**src/rtl/timer_ui_ctrl.sv**
```systemverilog
// Button-driven front end for the count-down timer: edits the HH:MM:SS preset in
// BCD, sequences set/play/stop command pulses and drives a time-limited alarm.
module timer_ui_ctrl #(
  parameter int BLINK_HALF   = 25_000_000,
  parameter int RING_TIMEOUT = 1_500_000_000
) (
  input  logic       clk_50M,
  input  logic       rst_n,
  input  logic       btn_mode,
  input  logic       btn_up,
  input  logic       btn_down,
  input  logic       btn_start,
  input  logic       counting,
  input  logic       ring,
  output logic       set,
  output logic       play,
  output logic       stop,
  output logic [7:0] hour_bcd,
  output logic [7:0] minute_bcd,
  output logic [7:0] second_bcd,
  output logic [1:0] edit_field,
  output logic       blink,
  output logic       alarm_out,
  output logic [3:0] state_dbg
);

  // Handshake: every button input and every command output is a one-cycle pulse
  // with no back-pressure; a pulse is consumed in the cycle it is high or lost.

  localparam int BW = $clog2(BLINK_HALF + 1);
  localparam logic [BW-1:0] BLINK_LAST = BW'(BLINK_HALF - 1);
  localparam logic [30:0]   RING_LAST  = 31'(RING_TIMEOUT - 1);

  // Debug encoding on state_dbg[2:0]: 0 IDLE, 1 EDIT, 2 LOAD, 3 RUN, 4 PAUSE, 5 ALARM.
  typedef enum logic [2:0] {
    S_IDLE  = 3'd0,
    S_EDIT  = 3'd1,
    S_LOAD  = 3'd2,
    S_RUN   = 3'd3,
    S_PAUSE = 3'd4,
    S_ALARM = 3'd5
  } state_t;

  state_t state, state_d;

  logic          set_d, play_d, stop_d;
  logic [7:0]    hour_d, minute_d, second_d;
  logic [1:0]    field_d;
  logic          blink_d, blink_clr;
  logic          alarm_d;
  logic [BW-1:0] blink_cnt, blink_cnt_d;
  logic [30:0]   ring_cnt, ring_cnt_d;
  logic          counting_q;
  logic          preset_zero;
  logic          any_btn;

  function automatic logic [7:0] bcd_inc(input logic [7:0] v, input logic [7:0] max);
    logic [7:0] r;
    if (v == max)
      r = 8'h00;
    else if (v[3:0] == 4'd9)
      r = {v[7:4] + 4'd1, 4'd0};
    else
      r = {v[7:4], v[3:0] + 4'd1};
    return r;
  endfunction

  function automatic logic [7:0] bcd_dec(input logic [7:0] v, input logic [7:0] max);
    logic [7:0] r;
    if (v == 8'h00)
      r = max;
    else if (v[3:0] == 4'd0)
      r = {v[7:4] - 4'd1, 4'd9};
    else
      r = {v[7:4], v[3:0] - 4'd1};
    return r;
  endfunction

  assign preset_zero = (hour_bcd == 8'h00) && (minute_bcd == 8'h00) && (second_bcd == 8'h00);
  assign any_btn     = btn_mode | btn_up | btn_down | btn_start;
  assign state_dbg   = {counting_q, state};

  always_ff @(posedge clk_50M or negedge rst_n) begin
    if (!rst_n) begin
      state      <= S_IDLE;
      set        <= 1'b0;
      play       <= 1'b0;
      stop       <= 1'b0;
      hour_bcd   <= 8'h00;
      minute_bcd <= 8'h00;
      second_bcd <= 8'h00;
      edit_field <= 2'd0;
      blink      <= 1'b0;
      alarm_out  <= 1'b0;
      blink_cnt  <= '0;
      ring_cnt   <= '0;
      counting_q <= 1'b0;
    end else begin
      state      <= state_d;
      set        <= set_d;
      play       <= play_d;
      stop       <= stop_d;
      hour_bcd   <= hour_d;
      minute_bcd <= minute_d;
      second_bcd <= second_d;
      edit_field <= field_d;
      blink      <= blink_d;
      alarm_out  <= alarm_d;
      blink_cnt  <= blink_cnt_d;
      ring_cnt   <= ring_cnt_d;
      counting_q <= counting;
    end
  end

  always_comb begin
    state_d   = state;
    set_d     = 1'b0;
    play_d    = 1'b0;
    stop_d    = 1'b0;
    hour_d    = hour_bcd;
    minute_d  = minute_bcd;
    second_d  = second_bcd;
    field_d   = edit_field;
    blink_clr = 1'b0;

    // Priority start > mode > up > down: each branch chain tests them in that order.
    case (state)
      S_IDLE: begin
        if (btn_start) begin
          if (!preset_zero) begin
            play_d  = 1'b1;
            state_d = S_RUN;
          end
        end else if (btn_mode) begin
          state_d   = S_EDIT;
          field_d   = 2'd1;
          blink_clr = 1'b1;
        end
      end

      S_EDIT: begin
        if (btn_start) begin
          set_d   = 1'b1;
          field_d = 2'd0;
          state_d = S_LOAD;
        end else if (btn_mode) begin
          if (edit_field == 2'd3) begin
            set_d   = 1'b1;
            field_d = 2'd0;
            state_d = S_IDLE;
          end else begin
            field_d   = edit_field + 2'd1;
            blink_clr = 1'b1;
          end
        end else if (btn_up || btn_down) begin
          blink_clr = 1'b1;
          case (edit_field)
            2'd1:    hour_d   = btn_up ? bcd_inc(hour_bcd, 8'h23)   : bcd_dec(hour_bcd, 8'h23);
            2'd2:    minute_d = btn_up ? bcd_inc(minute_bcd, 8'h59) : bcd_dec(minute_bcd, 8'h59);
            2'd3:    second_d = btn_up ? bcd_inc(second_bcd, 8'h59) : bcd_dec(second_bcd, 8'h59);
            default: ;
          endcase
        end
      end

      S_LOAD: begin
        if (!preset_zero) begin
          play_d  = 1'b1;
          state_d = S_RUN;
        end else begin
          state_d = S_IDLE;
        end
      end

      S_RUN: begin
        if (ring) begin
          state_d = S_ALARM;
        end else if (btn_start) begin
          stop_d  = 1'b1;
          state_d = S_PAUSE;
        end
      end

      S_PAUSE: begin
        if (btn_start) begin
          play_d  = 1'b1;
          state_d = S_RUN;
        end else if (btn_mode) begin
          set_d   = 1'b1;
          state_d = S_IDLE;
        end
      end

      S_ALARM: begin
        // The set pulse also clears the timer's ring level.
        if (any_btn || (ring_cnt == RING_LAST)) begin
          set_d   = 1'b1;
          state_d = S_IDLE;
        end
      end

      default: state_d = S_IDLE;
    endcase

    alarm_d = (state_d == S_ALARM);

    if (state == S_ALARM && state_d == S_ALARM)
      ring_cnt_d = ring_cnt + 31'd1;
    else
      ring_cnt_d = '0;

    // Blink restarts in the visible phase whenever the user touches the edit.
    if (state_d != S_EDIT) begin
      blink_cnt_d = '0;
      blink_d     = 1'b0;
    end else if (blink_clr) begin
      blink_cnt_d = '0;
      blink_d     = 1'b1;
    end else if (blink_cnt == BLINK_LAST) begin
      blink_cnt_d = '0;
      blink_d     = ~blink;
    end else begin
      blink_cnt_d = blink_cnt + {{(BW-1){1'b0}}, 1'b1};
      blink_d     = blink;
    end
  end

endmodule

```
**config.mk**
```make
export PLATFORM = sky130hd
export DESIGN_NAME = timer_ui_ctrl
export DESIGN_NICKNAME = d
export VERILOG_FILES = /design/src/rtl/timer_ui_ctrl.sv
export SDC_FILE = /design/constraint.sdc
export NUM_CORES = 1
export LEC_CHECK = 0
export BUFFER_PORTS_ARGS = -buffer_cell sky130_fd_sc_hd__buf_2
export CORE_UTILIZATION = 55
export DETAILED_ROUTE_END_ITERATION = 10
export PLACE_DENSITY = 0.87
export SLEW_MARGIN = 5
export SYNTH_ARGS = -nofsm -noshare
export SYNTH_HDL_FRONTEND = slang
export SYNTH_SLANG_ARGS = --single-unit
```
**constraint.sdc**
```tcl
create_clock -name clk_50M -period 1.9 [get_ports clk_50M]
set_input_delay 0.38 -clock clk_50M [delete_from_list [all_inputs] [get_ports clk_50M]]
set_output_delay 0.38 -clock clk_50M [all_outputs]
set_load 0.01 [all_outputs]
```
Word level (Yosys, flattened, before mapping)
Index checks and enable logic that the tools add are counted.
{"block": "classes", "add_sub_neg": 15, "eq_ne": 24, "muxes": 59, "bitwise_logic": 6, "reduce_logical": 24}
{"op": "two-way mux 8 bit", "n": 15}
{"op": "two-way mux 25 bit", "n": 3}
{"op": "two-way mux 3 bit", "n": 11}
{"op": "adder 31 x 1 -> 31 bit, second input constant", "n": 1}
{"op": "equality test 31 bit, second input constant", "n": 1}
{"op": "two-way mux 31 bit", "n": 1}
{"op": "adder 25 x 1 -> 25 bit, second input constant", "n": 1}
{"op": "equality test 25 bit, second input constant", "n": 1}
{"op": "adder 4 x 1 -> 4 bit, second input constant", "n": 6}
{"op": "zero test 8 bit", "n": 3}
{"op": "subtractor 4 x 1 -> 4 bit, second input constant", "n": 6}
{"op": "AND reduction 7 bit", "n": 3}
{"op": "two-way mux 1 bit", "n": 18}
{"op": "one-hot mux 3 bit (6 select lines)", "n": 1}
{"op": "equality test 8 x 7 -> 1 bit, second input constant", "n": 2}
{"op": "AND reduction 5 bit", "n": 3}
{"op": "equality test 4 bit, second input constant", "n": 3}
{"op": "zero test 4 bit", "n": 3}
{"op": "two-way mux 2 bit", "n": 6}
{"op": "!= test 3 x 1 -> 1 bit, second input constant", "n": 4}
{"op": "nonzero test 3 bit", "n": 4}
{"op": "equality test 3 bit, second input constant", "n": 3}
{"op": "equality test 8 x 6 -> 1 bit, second input constant", "n": 1}
{"op": "equality test 3 x 2 -> 1 bit, second input constant", "n": 2}
{"op": "other kinds (16)", "n": 26}
{"block": "word_totals", "ff_bits": 91, "input_bits": 8, "out_inout_bits": 35, "word_cells": 144}

Depth between registers and ports, before layout
Gate-level depths: netlist of run 1.
{"block": "logic_depth", "depth_word": 9, "depth_mapped": 9}

Least setup slack after synthesis of run 1
OpenSTA, ideal clock, no wires.
{"block": "synth_timing", "path_type": "register to register", "from": "register minute_bcd[0]", "to": "register minute_bcd[7]", "setup_ns": 0.125, "arrival_time_ns": 1.987, "slack_ns": -0.213, "path_stages_with_launch": 9, "path_buffers": 2, "path_cell_list": "dfrtp_1 clkbuf_1 inv_1 ha_1 or4b_1 clkbuf_1 a21o_1 a221oi_1 o21bai_1"}
{"block": "synth_between", "elab_chain_len": 3, "word_cells_on_any_way": 10}
{"item": "from (decl)", "line_no": "19", "rtl": "output logic [7:0] minute_bcd,"}
{"item": "from (signal assigned)", "line_no": "104", "rtl": "minute_bcd <= minute_d;"}
{"item": "equality test 8 x 7 -> 1 bit, or another cell as far along", "line_no": "59", "rtl": "if (v == max)"}
{"item": "!= test 3 x 1 -> 1 bit (no source line), or another cell as far along"}
{"item": "AND reduction 7 bit (no source line) or two-way mux 8 bit (tied branches)"}
Several ways; a longest one is shown, not always the timed one.
A chain may end at the register's enable or synchronous reset.

Final worst setup path of run 1
{"block": "layout_timing", "from": "register ring_cnt[17]", "to": "register alarm_out"}
{"block": "layout_between", "elab_chain_len": 5}
{"item": "from (decl)", "line_no": "52", "rtl": "logic [30:0] ring_cnt, ring_cnt_d;"}
{"item": "from (signal assigned)", "line_no": "110", "rtl": "ring_cnt <= ring_cnt_d;"}
{"item": "equality test 31 bit", "line_no": "196", "rtl": "if (any_btn || (ring_cnt == RING_LAST)) begin"}
{"item": "logical OR 1 bit", "line_no": "196"}
{"item": "two-way mux 3 bit", "line_no": "196"}
{"item": "one-hot mux 3 bit (6 select lines)", "line_no": "127", "rtl": "case (state)"}
{"item": "equality test 3 bit", "line_no": "205", "rtl": "alarm_d = (state_d == S_ALARM);"}
{"item": "net alarm_d", "line_no": "50", "rtl": "logic alarm_d;"}
{"item": "to (signal assigned)", "line_no": "108", "rtl": "alarm_out <= alarm_d;"}
{"item": "to (decl)", "line_no": "23", "rtl": "output logic alarm_out,"}
The timed path passes the listed nets, and every way through them passes these cells.

==> results of run 1 <==
## final timing paths
path,startpoint,end,slack [ps],depth (start not counted)
worst max-delay path,ring_cnt[17],alarm_out,-130,6
worst min-delay path,counting,counting_q,100,1
worst max register to register,ring_cnt[17],alarm_out,-130,6
worst min register to register,blink_cnt[0],blink_cnt[0],460,1
max in group asynchronous,rst_n,second_bcd[0],900,3
min in group asynchronous,rst_n,blink_cnt[12],470,2
## where the power goes
part	total (mW)	switching, mW	internal (mW)
clock	1.43	0.788	0.642
combinational	2.25	1.21	1.04
sequential	2.35	0.223	2.13
## cells in the mapped netlist, types with 3 or more instances
library cell	n
nor4_1	5
nor3_1	13
and2_1	5
nor2_2	9
nor3b_1	5
nor2b_1	5
nand4_1	21
a22oi_1	3
a21o_1	3
nand3_1	28
a221oi_1	4
and3_1	12
buf_6	6
buf_2	3
dfrtp_1	91
xnor2_1	22
xor2_1	29
nand2b_1	5
o21bai_1	3
nand2_1	36
nor2_1	80
ha_1	25
clkbuf_1	13
or3_1	3
inv_1	30
o22ai_1	3
and4_1	8
a21oi_1	36
o21ai_0	21
a31oi_1	4
## logic make-up (layout without fill, tap and decap cells)
| logic type | Yosys count | count (layout) | synth area share |
|---|---|---|---|
| AO/OA/AOI/OAI | 109 | 109 | 0.134 |
| buffers and inverters | 54 | 174 | 0.0476 |
| flip-flops | 91 | 91 | 0.407 |
| multiplexers | 3 | 3 | 0.00559 |
| AND/OR/NAND/NOR | 268 | 268 | 0.270 |
| adder cells (fa/ha/maj) | 25 | 25 | 0.0559 |
| XOR/XNOR | 51 | 51 | 0.0798 |
## layer usage
layer	up-vias	share of wire	track usage
met5	-	0	0
met4	0	0.022	0.138
li1	2363	-	-
met2	157	0.50	0.442
met3	27	0.047	0.0407
met1	2441	0.43	0.348
## cell type report
cell class	instances	area share
clock buffers	9	0.0180
well taps	133	0.0241
clock inverters	7	0.0134
multi-input cells	456	0.466
flip-flops and latches	91	0.331
inverters	30	0.0167
repair buffers	128	0.131
## sequential cells by signal, indices dropped and copies added (netlist names)
signal      count
stop            1
state           3
edit_field      2
blink           1
hour_bcd        8
alarm_out       1
ring_cnt       31
set             1
second_bcd      8
minute_bcd      8
play            1
blink_cnt      25
counting_q      1
## per-stage QoR
stage          cells  instance area, um2
3_5_place_dp     834                6530
3_3_place_gp     834                6530
4_1_cts          851                6790
2_1_floorplan    601                5670
5_1_grt          854                6890
6_report         854                6890
## repair_timing
item,in CTS,in global routing
buffers inserted,0,3
hold buffers,1,0
endpoints found under the setup margin,40,66
pin swaps,1,4
endpoints found under the hold margin,26,0
resized for setup,7,20
==> results_dict.tcl, run 1 <==
set metrics [dict create \
    status "finished, violations left" \
    failed_checks "negative setup slack" \
    post-place-ws_ps -147 \
    tns_ps -3430 \
    cts_root_buf "clkbuf_8" \
    power_density_nw_per_um2 874 \
    crit_type "flip-flop to flip-flop" \
    path_max_fanout 4 \
    fin_crit_ps 2030 \
    drive_gt1_frac 0.300 \
    hold_path.class "input pin to flip-flop" \
    grt_pass1_vias 4855 \
    synth_edf_count 0 \
    cp_top_family "simple AND/OR/NAND/NOR gates" \
    drc 0 \
    fin_util 0.702 \
    synthFlopType "dfrtp_1" \
    ys_async_sr_fraction 1.00 \
    cap_violations 0 \
    fin_nets 749 \
    max-vdd-ir-drop_v 0.000794 \
    portBuffers 42 \
    grt_max_degree 34 \
    crit_path_cell_trace "nor4b_2 > nand4_1 > or4_4 > o21bai_4 > buf_4 > o21ai_0" \
    wl_um 13500 \
    ys_types 85 \
    antenna_cells 0 \
    cpMaxStageDelayCell "or4_4" \
    rows 36 \
    area_delta_synth_final_pct 23.2 \
    clockBufferDepth 2 \
    gp_congestion 0.866 \
    yosysSeqAreaShare 0.407 \
    multi_input_area_um2 3210 \
    slew-limit-headroom 0.730 \
    worst_slack_ps -134 \
    htree_levels 3 \
    syn_inst 601 \
    viasPerCell 5.84 \
    ios 43 \
    vias 4988 \
    setup_violations 33 \
    numCtsBuffers 9 \
    clk_pin_slew_ps 100 \
    ant_nets 0 \
    drt-initial-drc-count 240 \
    p_total_mw 6.03 \
    core_um2 9820 \
    required_ps 2160 \
    dr.pass1.iters 5 \
    die_area_um2 10600 \
    skew_ps 13.9 \
    grtUsageTotal 0.269 \
    syn_area_um2 5600 \
    final_common_cell "dfrtp_1" \
    synth_warnings 0 \
    slowest_delay_ps 580 \
    die_w_um 103 \
    final_max_slew_viol_count 0 \
    tightest_slew_ps 405 \
    fmax_ghz 0.492 \
    synth_top_area_cell "dfrtp_1" \
    leakage_nw 2.98 \
    start_util 0.570 \
    holdWs_ps 95.9 \
    syn_avg_cell_area_um2 9.31 \
    cts_sinks 91 \
    final.period_utilization 1.07 \
    ys_ff_latch 91 \
    critPathArrivalTime_ps 2290 \
    final_cell_mix "dfrtp_1 (88), buf_4 (82), nor2_1 (78)" \
    final-seq-area_um2 2280 \
    antenna_found_initial 0 \
    critPathBufInv 1 \
    nFillCells 713 \
    dp_hpwl_um 9910 \
    start_kind "flip-flop" \
    synth_top_cell_area_share 0.407 \
    syn_nets 634 \
    rsz0062_at_grt "true" \
    die_h_um 103 \
    synthTopCellsByArea "dfrtp_1 (41%), ha_1 (5.6%), nor2_1 (5.4%), xor2_1 (4.5%), xnor2_1 (3.4%)" \
    critPathCaptureType "flip-flop" \
    wl_per_cell_um 15.9 \
    gr-total-overflow 0 \
    grt_pass1_wl_um 22100 \
    worstSkewPairLatency_ps 380 \
    final_hold_viol_count 0 \
    cts_tree "built" \
]
(Power assumes the default switching activity.)
==> run 2, diff against run 1 <==
--- a/config.mk
+++ b/config.mk
@@ -6,6 +6,7 @@
 export NUM_CORES = 1
 export LEC_CHECK = 0
 export BUFFER_PORTS_ARGS = -buffer_cell sky130_fd_sc_hd__buf_2
+export CORE_MARGIN = 2
 export CORE_UTILIZATION = 55
 export DETAILED_ROUTE_END_ITERATION = 10
 export PLACE_DENSITY = 0.87
==> run 2 against run 1 <==
- the flow still finishes with violations (negative setup slack)
- critical endpoint is now ring_cnt[7]
- via count up 1.5%
- count of clock-buffer cells in the layout stayed put
- non-clock buffer count is 3 higher
- combinational power increased by 7%
- sequential share of layout area hardly changed
- first-iteration DRC count grew 75%
==> results_dict.tcl, run 2 (same netlist as run 1, synthesis figures left out) <==
set metrics [dict create \
    die_area_um2 11000 \
    fin_util 0.702 \
    max-vdd-ir-drop_v 0.000744 \
    leakage_nw 2.99 \
    cpMaxStageDelayCell "or4_4" \
    final_common_cell "dfrtp_1" \
    dr.pass1.iters 7 \
    grt_max_degree 38 \
    cts_root_buf "clkbuf_8" \
    slowest_delay_ps 580 \
    path_max_fanout 3 \
    power_density_nw_per_um2 876 \
    antenna_cells 0 \
    final_max_slew_viol_count 0 \
    fin_nets 752 \
    drt-initial-drc-count 421 \
    hold_path.class "input pin to flip-flop" \
    slew-limit-headroom 0.676 \
    final_hold_viol_count 0 \
    wl_um 14000 \
    skew_ps 10.9 \
    gr-total-overflow 0 \
    numCtsBuffers 9 \
    p_total_mw 6.04 \
    gp_congestion 0.925 \
    regMostFlops "ring_cnt" \
    ant_nets 0 \
    tightest_slew_ps 486 \
    status "finished, violations left" \
    largest_reg_flops 31 \
    required_ps 2140 \
    cp_top_family "simple AND/OR/NAND/NOR gates" \
    clockBufferDepth 2 \
    critPathBufInv 1 \
    top_regs "ring_cnt x31, blink_cnt x25" \
    htree_levels 3 \
    vias 5062 \
    critPathCaptureType "flip-flop" \
    drc 0 \
    cts_tree "built" \
    start_kind "flip-flop" \
    fmax_ghz 0.501 \
    final.period_utilization 1.05 \
    drive_gt1_frac 0.308 \
    failed_checks "negative setup slack" \
    viasPerCell 5.91 \
    wl_per_cell_um 16.3 \
    final_cell_mix "dfrtp_1 (87), buf_4 (83), nor2_1 (79)" \
    grt_pass1_vias 4887 \
    cap_violations 0 \
    start_util 0.570 \
    crit_path_cell_trace "nor4b_2 > nand4_1 > or4_4 > buf_4 > o21ai_1 > a311oi_1" \
    die_w_um 105 \
    area_delta_synth_final_pct 23.2 \
    die_h_um 105 \
    rows 36 \
    ios 43 \
    clk_pin_slew_ps 100 \
    setup_violations 32 \
    cts_sinks 91 \
    rsz0062_at_grt "true" \
    worst_slack_ps -94.1 \
    fin_crit_ps 1990 \
    antenna_found_initial 0 \
    post-place-ws_ps -112 \
    critPathArrivalTime_ps 2230 \
    grtUsageTotal 0.253 \
    grt_pass1_wl_um 22700 \
    worstSkewPairLatency_ps 380 \
    portBuffers 42 \
    dp_hpwl_um 10100 \
    crit_type "flip-flop to flip-flop" \
    core_um2 9820 \
]
-- run 2: changes by cell type in the layout (fill, tap and decap cells not counted), sizes merged --
| cell | delta |
|---|---|
| buf | +3 |
| bufinv | -1 |
| clkinv | +2 |
| inv | -1 |
-- run 2: worst register-to-register path, delay by kind of cell, from the launching register on --
kind | cells | cell delay, ps
DFF | 1 | 390
and+or+nand+nor | 3 | 1040
buffers and inverters | 1 | 170
AOI/OAI and AO/OA | 2 | 270
-- run 2: what timing repair did --
| item | 4_1_cts | 5_1_grt |
|---|---|---|
| resized for setup | 13 | 27 |
| setup endpoints to repair | 40 | 47 |
| endpoints found under the hold margin | 35 | 0 |
| gates cloned | 0 | 0 |
| hold buffers | 1 | 0 |
| pin swaps | 3 | 9 |
| setup buffers | 6 | 3 |
-- run 2: through the flow --
step / hold WS, ps / instance area, um2 / cells / setup TNS [ps]
floorplan: 84.4 / 5670 / 601 / -75.6
global placement: 366 / 6500 / 831 / -163
detailed placement: 373 / 6500 / 831 / -2500
CTS: 99.9 / 6780 / 854 / -2070
global route: 112 / 6900 / 857 / -4940
finish: 107 / 6900 / 857 / -2010
-- run 2: routing by layer --
| layer | vias up | GRT usage | share of wire |
|---|---|---|---|
| li1 | 2361 | - | - |
| met1 | 2477 | 0.317 | 0.42 |
| met2 | 180 | 0.435 | 0.50 |
| met3 | 44 | 0.0362 | 0.049 |
| met4 | 0 | 0.108 | 0.028 |
| met5 | - | 0 | 0 |
-- run 2: power by group --
group / switching [mW] / total [mW] / internal [mW]
Sequential: 0.264 / 2.39 / 2.13
Combinational: 1.26 / 2.41 / 1.15
Clock: 0.750 / 1.24 / 0.487
-- run 2: final cells by class --
type                            instances  area [um2]
Clock inverter                          7        52.6
Clock buffer                            9         124
Inverter                               30         115
Multi-Input combinational cell        456        3230
Tap cell                              133         166
Sequential cell                        91        2280
Timing Repair Buffer                  131         923
Fill cell                             698        2920
-- run 2: path summary, 6_finish.rpt --
kind                              start             to  slack, ps  cells past startpoint
setup / recovery           ring_cnt[17]    ring_cnt[7]        -90                      6
hold / removal                 counting     counting_q        110                      1
setup reg to reg           ring_cnt[17]    ring_cnt[7]        -90                      6
hold reg to reg            blink_cnt[0]   blink_cnt[0]        460                      1
max in group asynchronous         rst_n    ring_cnt[8]        710                      3
min in group asynchronous         rst_n  blink_cnt[21]        500                      2
==> run 3, diff against run 2 <==
--- a/config.mk
+++ b/config.mk
@@ -8,8 +8,9 @@
 export BUFFER_PORTS_ARGS = -buffer_cell sky130_fd_sc_hd__buf_2
 export CORE_MARGIN = 2
 export CORE_UTILIZATION = 55
+export CTS_CLUSTER_SIZE = 40
 export DETAILED_ROUTE_END_ITERATION = 10
-export PLACE_DENSITY = 0.87
+export PLACE_DENSITY = 0.84
 export SLEW_MARGIN = 5
 export SYNTH_ARGS = -nofsm -noshare
 export SYNTH_HDL_FRONTEND = slang
==> constraint.sdc (replaced) <==
create_clock -name clk_50M -period 2.38 [get_ports clk_50M]
set_input_delay 0.476 -clock clk_50M [delete_from_list [all_inputs] [get_ports clk_50M]]
set_output_delay 0.476 -clock clk_50M [all_outputs]
set_load 0.01 [all_outputs]
==> run 3 against run 2 <==
- the run now ends clean
- first-iteration DRC count fell by 42%
- count of clock-buffer cells in the layout rose by 3
- die area did not move
- register-to-register slack improved by 280 ps
- non-clock buffer count fell by 74
- power fell by 25%
- final area fell by 10%
- cell count fell by 8.6%
- core utilization fell by 7.1 points
- clock skew fell by 1.6 ps
- sequential share of layout area rose by 3.7 points
- via count fell by 8.8%
- largest cell class unchanged
- largest power group is now sequential cells
==> results_dict.tcl, run 3 (same netlist as run 1, synthesis figures left out) <==
set metrics [dict create \
    hold_path.class "input pin to asynchronous set/reset pin" \
    fmax_ghz 0.456 \
    gr-total-overflow 0 \
    clockBufferDepth 2 \
    cts_tree "built" \
    global_route.usage.met2 0.371 \
    tightest_slew_ps 579 \
    path_max_fanout 6 \
    final_hold_viol_count 0 \
    wl_um 12000 \
    start_kind "flip-flop" \
    slew-limit-headroom 0.611 \
    fin_nets 678 \
    leakage_nw 2.60 \
    worstSkewPairLatency_ps 350 \
    wl_per_cell_um 15.4 \
    area_delta_synth_final_pct 10.7 \
    grtUsageTotal 0.223 \
    cpMaxStageDelayCell "dfrtp_1" \
    crit_type "flip-flop to flip-flop" \
    core_um2 9820 \
    status "finished clean" \
    numCtsBuffers 9 \
    skew_ps 9.35 \
    tns_ps 0 \
    final.period_utilization 0.922 \
    top_regs "ring_cnt x31, blink_cnt x25" \
    grt_pass1_vias 4528 \
    dp_hpwl_um 8560 \
    rsz0062_at_grt "false" \
    p_sw_mw 1.54 \
    power_density_nw_per_um2 730 \
    drc 0 \
    gp_congestion 0.948 \
    critPathCaptureType "flip-flop" \
    slowest_delay_ps 440 \
    clk_pin_slew_ps 90 \
    switching_share 0.340 \
    regMostFlops "ring_cnt" \
    cap_violations 0 \
    final_max_slew_viol_count 0 \
    intPower_mw 2.98 \
    grt.busiest_layer "met2" \
    drive_gt1_frac 0.172 \
    setup_violations 0 \
    portBuffers 42 \
    fin_crit_ps 2200 \
    ant_nets 0 \
    ios 43 \
    cts_sinks 91 \
    largest_reg_flops 31 \
    grt_max_degree 39 \
    antenna_cells 0 \
    p_total_mw 4.52 \
    die_w_um 105 \
    viasPerCell 5.90 \
    grtUsageMet3 0.0405 \
    grt_pass1_wl_um 20500 \
    htree_levels 3 \
    dr.pass1.iters 8 \
    antenna_found_initial 0 \
    final_cell_mix "dfrtp_1 (91), nor2_1 (80), buf_2 (41)" \
    die_h_um 105 \
    nFillCells 814 \
    max-vdd-ir-drop_v 0.000428 \
    final_common_cell "dfrtp_1" \
    drt-initial-drc-count 243 \
    cts_root_buf "clkbuf_8" \
    die_area_um2 11000 \
    pwr-share-comb 0.286 \
    grt.met1_usage 0.288 \
    start_util 0.570 \
    power_frac_seq 0.434 \
    clockPowerShare 0.279 \
    crit_path_cell_trace "inv_1 > ha_1 > nor3b_2 > nand3_1 > o31a_2 > a311oi_2 > o21ai_0" \
    rows 36 \
    required_ps 2610 \
    vias 4617 \
    critPathArrivalTime_ps 2420 \
]
==> run 3: worst paths after layout <==
path / startpoint / end / slack (ps) / cells after the start
max reg2reg: minute_bcd[5] / alarm_out / 180 / 7
min: rst_n / blink_cnt[22] / 80 / 1
max in group asynchronous: rst_n / blink_cnt[1] / 1660 / 2
min reg2reg: blink_cnt[0] / blink_cnt[0] / 460 / 1
max: minute_bcd[5] / alarm_out / 180 / 7
min in group clk_50M: counting / counting_q / 230 / 1
==> run 3: layout make-up <==
type                    count  area [um2]  share of cell area
clock buffers              12         145              0.0234
clock inverters             4        97.6              0.0158
inverters                  30         113              0.0182
multi-input cells         456        3060               0.494
flip-flops and latches     91        2280               0.368
well taps                 133         166              0.0269
repair buffers             57         338              0.0545
==> run 3: through the flow <==
step,hold slack (ps),utilization,setup slack (ps),cell area (um2),instances
floorplan,180,-,267,5600,601
global placement,435,0.605,205,5940,766
detailed placement,450,0.605,155,5940,766
CTS,95.4,0.630,127,6180,782
global route,117,0.631,11.3,6200,783
finish,84.5,0.631,185,6200,783
==> run 3: power by group through the flow <==
stage	Sequential, mW	Clock, mW	Combinational (mW)
2_1_floorplan	1.96	0	0.886
5_1_grt	1.99	1.34	1.45
4_1_cts	1.96	1.28	1.29
3_3_place_gp	1.97	0	1.24
6_report	1.96	1.26	1.29
3_5_place_dp	1.98	0	1.29
==> run 3: routing by layer <==
metal  part of all wire  vias up
met5                  0        -
met4              0.018        0
met3              0.048       22
met2               0.49      140
met1               0.45     2244
li1                   -     2211
==> run 3: repair_timing <==
action	4_1_cts	5_1_grt
buffers inserted	0	1
hold buffers	0	0
setup endpoints to repair	0	2
resized for setup	0	1
==> run 3: critical path, delay by kind of cell, from the launching register on <==
| kind | cells | cell delay [ps] |
|---|---|---|
| AO/OA/AOI/OAI | 3 | 870 |
| AND/OR/NAND/NOR | 2 | 440 |
| flip-flops | 1 | 440 |
| adder cells (fa/ha/maj) | 1 | 180 |
| buffers and inverters | 1 | 150 |
